===== config.mk =====
export PLATFORM = sky130hd
export DESIGN_NAME = adder_tree_operand_loader
export DESIGN_NICKNAME = d
export VERILOG_FILES = /design/src/rtl/adder_tree_pkg.sv /design/src/rtl/adder_tree_operand_loader.sv
export SDC_FILE = /design/constraint.sdc
export NUM_CORES = 2
export LEC_CHECK = 0
export CAP_MARGIN = 20
export CORE_AREA = 2 2 455 457
export CTS_BUF_LIST = sky130_fd_sc_hd__clkbuf_8
export DETAILED_ROUTE_END_ITERATION = 6
export DIE_AREA = 0 0 457 459
export PLACE_DENSITY = 0.44
export SLEW_MARGIN = 0
export SYNTH_ARGS = -nofsm -noshare
export SYNTH_HDL_FRONTEND = slang
export SYNTH_SLANG_ARGS = --single-unit

===== constraint.sdc =====
create_clock -name clk -period 2.26 [get_ports clk]
set_input_delay 0.226 -clock clk [delete_from_list [all_inputs] [get_ports clk]]
set_output_delay 0.226 -clock clk [all_outputs]
set_load 0.03 [all_outputs]

===== src/rtl/adder_tree_pkg.sv =====
// Shared constants and types for the adder tree and its operand loader.
package adder_tree_pkg;

    localparam int unsigned DEF_DATA_WIDTH   = 128;
    localparam int unsigned DEF_NUM_OPERANDS = 8;

    // Count width must hold NUM_OPERANDS itself, hence the extra bit.
    function automatic int unsigned cnt_w(input int unsigned num_operands);
        return $clog2(num_operands) + 1;
    endfunction

    typedef enum logic {
        FILL    = 1'b0,
        PRESENT = 1'b1
    } loader_state_e;

endpackage


===== src/rtl/adder_tree_operand_loader.sv =====
// Packs a valid/ready operand stream into a zero-padded parallel group
// for the adder tree input register.
module adder_tree_operand_loader
    import adder_tree_pkg::*;
#(
    parameter  int unsigned DATA_WIDTH   = DEF_DATA_WIDTH,
    parameter  int unsigned NUM_OPERANDS = DEF_NUM_OPERANDS,
    localparam int unsigned CNT_W        = cnt_w(NUM_OPERANDS)
) (
    input  logic                               clk,
    input  logic                               rst,
    input  logic                               in_valid,
    output logic                               in_ready,
    input  logic [DATA_WIDTH-1:0]              in_data,
    input  logic                               in_last,
    output logic                               out_valid,
    input  logic                               out_ready,
    output logic [NUM_OPERANDS*DATA_WIDTH-1:0] out_data,
    output logic [CNT_W-1:0]                   out_count
);

    localparam int unsigned IDX_W = $clog2(NUM_OPERANDS);

    loader_state_e state;
    loader_state_e state_d;

    logic [CNT_W-1:0] wr_idx;
    logic [CNT_W-1:0] wr_idx_d;
    logic [CNT_W-1:0] count_d;
    logic             valid_d;
    logic             take;
    logic             wr_en;
    logic             clear;

    logic [NUM_OPERANDS-1:0][DATA_WIDTH-1:0] bank;

    assign in_ready = (state == FILL) && !rst;
    assign take     = in_valid && in_ready;
    assign out_data = bank;

    // Next-state, write-enable and group-release decode.
    always_comb begin
        state_d  = state;
        wr_idx_d = wr_idx;
        count_d  = out_count;
        valid_d  = out_valid;
        wr_en    = 1'b0;
        clear    = 1'b0;
        case (state)
            FILL: begin
                if (take) begin
                    wr_en    = 1'b1;
                    wr_idx_d = CNT_W'(wr_idx + 1'b1);
                    if ((wr_idx == CNT_W'(NUM_OPERANDS - 1)) || in_last) begin
                        state_d = PRESENT;
                        valid_d = 1'b1;
                        count_d = CNT_W'(wr_idx + 1'b1);
                    end
                end
            end
            PRESENT: begin
                if (out_ready) begin
                    state_d  = FILL;
                    valid_d  = 1'b0;
                    wr_idx_d = '0;
                    count_d  = '0;
                    clear    = 1'b1;
                end
            end
            default: begin
                state_d = FILL;
            end
        endcase
    end

    always_ff @(posedge clk) begin
        if (rst) begin
            state     <= FILL;
            wr_idx    <= '0;
            out_count <= '0;
            out_valid <= 1'b0;
        end else begin
            state     <= state_d;
            wr_idx    <= wr_idx_d;
            out_count <= count_d;
            out_valid <= valid_d;
        end
    end

    // Slots are wiped on release so a short next group reads zero padding.
    always_ff @(posedge clk) begin
        if (rst || clear) begin
            bank <= '0;
        end else if (wr_en) begin
            bank[wr_idx[IDX_W-1:0]] <= in_data;
        end
    end

endmodule

==> results by group <==
Logic synthesis
  • Seq/Total Area, Yosys: 54.4%
  • Mapped Avg Cell Area: roughly 9 sq um
  • Post-synthesis cell type count: 37
  • Yosys Warn Count: 0
  • Syn nets: between 4,000 and 5,000
  • Synth Instances: approximately 4,300
  • Cell area after synthesis: 0.0380 sq mm
  • Synthesized flop and latch total: slightly above 1,000

Clock tree
  • Max clock buf depth: 3
  • Clk sink count: between 1,000 and 1,500
  • Clk Latency, worst-skew pair: about 0.96 ns
  • Root buf cell: clkbuf_8
  • CTS clk-pin slew, worst paths: around 0.06 ns
  • TritonCTS clock tree: yes
  • TritonCTS Buffers: 196
  • Setup Buffers After CTS: 0
  • H-Tree Level Count: 4

Floorplan
  • # rows: about 170
  • Die Y-Extent: about 460 um
  • Die Area: ~0.21 sq mm
  • Die Wd: between 400 and 500 um
  • Initial Utilization: between 10% and 20%
  • Core area: roughly 0.2 sq mm
  • I/O pins: approximately 1,200

Placed design
  • Dpl hpwl: between 100,000 and 150,000 um
  • Gpl congestion: 0.827
  • Placed cells: around 8,000
  • IO buf count: between 1,000 and 1,500
  • Dpl cell area: roughly 0.054 sq mm

STA
  • Fin Setup TNS: 0 ns
  • Max Fclk: roughly 0.48 GHz
  • Clock Skew: approximately 0.038 ns
  • Unrepaired setup endpoints after global routing: false
  • Slew Viols, Final: 0
  • Period utilization: around 90%
  • Crit path time final: about 2.1 ns
  • Final setup violating endpoints: 0
  • Slew HR: roughly half
  • Final Hold Viols: 0
  • Worst-margin pin slew: 0.755 ns

Run
  • Maxcap violations: 0

Critical path
  • Biggest cell delay along the critical path: around 0.50 ns
  • WS Path Type: reg -> out
  • Crit path capture type: output port
  • Delay-heaviest family, CP: buffers and inverters
  • Worst EP required: 2.03 ns
  • Buffers & Inverters on Critical Path: 1
  • Max FO, Critical Path: 2
  • R2R setup slack: about 0.26 ns
  • CP max-delay cell: dlygate4sd2_1
  • Sequence of cells on the critical path: dlygate4sd2_1
  • Crit path DAT: around 1.9 ns
  • Startpoint Class: flip-flop

GRT
  • Total Routing Usage GR: 18.3%
  • Grt ovf: 0
  • Vias in the first global route: around 36,000
  • First-pass GRT wire length: 279,000 um
  • Maximum number of pins on one net before global-route repair: around 100
  • Initial antenna violation count: 12

Final layout
  • Finished Layout Cells: ~8,400
  • Most frequent cells in the layout: 1,059 x nand2_1, 1,034 x dfxtp_1, 1,008 x dlygate4sd2_1
  • Multi-input gate area: 0.0148 sq mm
  • Ratio of cells with drive above 1 in the final layout: 10.0%
  • Area Overhead vs Synth: 50.4%
  • Fill count: between 20,000 and 25,000
  • Commonest non-fill, non-tap cell in the layout: nand2_1
  • FF+latch area: 0.0207 sq mm
  • # nets final: 5,669
  • Post-route cell area: about 0.057 sq mm

Route
  • Residual DRC: 0
  • Post-route ant nets: 0
  • Drt pass-1 iters: 5
  • Via count: between 30,000 and 40,000
  • 1st-iter DRT viols: roughly 2,300
  • Drt total wl: about 200,000 um
  • DR WL/cell: about 24 um
  • Vias per inst: approximately 4.3

Power and ir drop
  • Peak supply drop: roughly 0.55 mV
  • Pleak: between 0.02 and 0.03 uW
  • Pwr dens: 750 mW/mm^2

Worst hold path
  • Hold crit path type: in -> reg

Outcome
  • Status: finished, final reports clean
[synthesized netlist by cell type]
library cell / instances / share of area (%)
o21ai_1: 55 / 0.72
nand4_1: 36 / 0.59
or4_1: 1 / 0.020
buf_4: 24 / 0.47
a311oi_1: 1 / 0.023
and2_1: 6 / 0.099
nor2_1: 4 / 0.039
o211ai_1: 1 / 0.020
o21ai_2: 40 / 0.92
a22oi_1: 1 / 0.020
and4bb_1: 1 / 0.033
o21bai_2: 1 / 0.030
mux2i_1: 401 / 11
inv_1: 126 / 1.2
xnor2_1: 1 / 0.023
clkbuf_1: 120 / 1.2
or3_1: 1 / 0.016
nand3_1: 595 / 7.8
nand2_1: 1062 / 10
clkbuf_2: 36 / 0.47
dfxtp_1: 1034 / 54
a21o_1: 1 / 0.020
o21ai_0: 535 / 7.0
buf_8: 1 / 0.039
or3b_2: 1 / 0.023
nand2b_1: 2 / 0.033
and3b_1: 1 / 0.023
a21oi_2: 1 / 0.023
buf_6: 40 / 1.2
a21oi_1: 2 / 0.026
a21bo_2: 1 / 0.026
buf_1: 6 / 0.059
ha_1: 1 / 0.033
nor4b_4: 1 / 0.062
buf_2: 145 / 1.9
nor2b_1: 4 / 0.066
buf_12: 4 / 0.21
[worst paths after layout]
path	from	endpoint	cells past startpoint
max	out_data[431]	out_data[431]	1
max reg2reg	wr_idx[0]	out_data[152]	5
min	in_data[86]	out_data[470]	3
min reg2reg	out_data[485]	out_data[485]	2
[through the flow]
step	setup slack, ns	hold WS [ns]	util, %	power [uW]
floorplan	0.697	0.356	-	21300
global placement	-0.0596	0.436	26.2	24100
detailed placement	-0.0735	0.440	26.2	24100
CTS	0.00293	0.000683	27.8	43700
global route	0.0127	0.0738	27.8	44700
finish	0.169	0.146	27.8	42900
[worst reg2reg max path, cell delays in order, from the launching register on]
cell     delay, ns
dfxtp_1       0.58
nor2b_4       0.39
buf_4         0.34
buf_4         0.37
nand3_1       0.14
o21ai_0       0.11
[flip-flops by register name, summed over array words and instances, names as in the netlist]
signal	count
out_valid	1
out_data	1024
out_count	4
wr_idx	4
state	1
[power breakdown]
| group | total (uW) | switching [uW] | internal (uW) |
|---|---|---|---|
| sequential | 18900 | 221 | 18600 |
| combinational | 4570 | 3260 | 1310 |
| clock | 19500 | 8810 | 10700 |
| total | 42900 | 12300 | 30600 |
[per-layer routing]
metal | GRT usage [%] | part of all wire [%]
met1 | 22.0 | 42
met2 | 29.6 | 46
met3 | 6.76 | 9.0
met4 | 6.64 | 3.2
met5 | 0 | 0.024
[cell families (layout without fill, tap and decap cells)]
logic type	Yosys count	after routing	synth area share [%]
compound gates	639	639	8.87
xor+xnor	1	1	0.0230
fa+ha+maj	1	1	0.0329
buf+inv	502	1899	6.78
flops	1034	1034	54.4
mux	401	401	10.6
other cells	0	5	0
simple gates	1715	1715	19.3
[layout make-up]
class,count,share of cell area (%)
well taps,2704,5.91
inverters,126,0.827
diodes,5,0.0219
flip-flops and latches,1034,36.2
multi-input cells,2757,25.9
clock inverters,109,1.32
repair buffers,1420,23.9
clock buffers,244,5.87
[what timing repair did]
| item | in CTS | in global routing |
|---|---|---|
| hold endpoints to repair | 183 | 0 |
| hold buffers | 42 | 0 |
| setup endpoints to repair | 1020 | 1 |
| resized for setup | 1042 | 0 |
| gates cloned | 0 | 0 |
No activity file was read; power rests on OpenSTA's default activity.
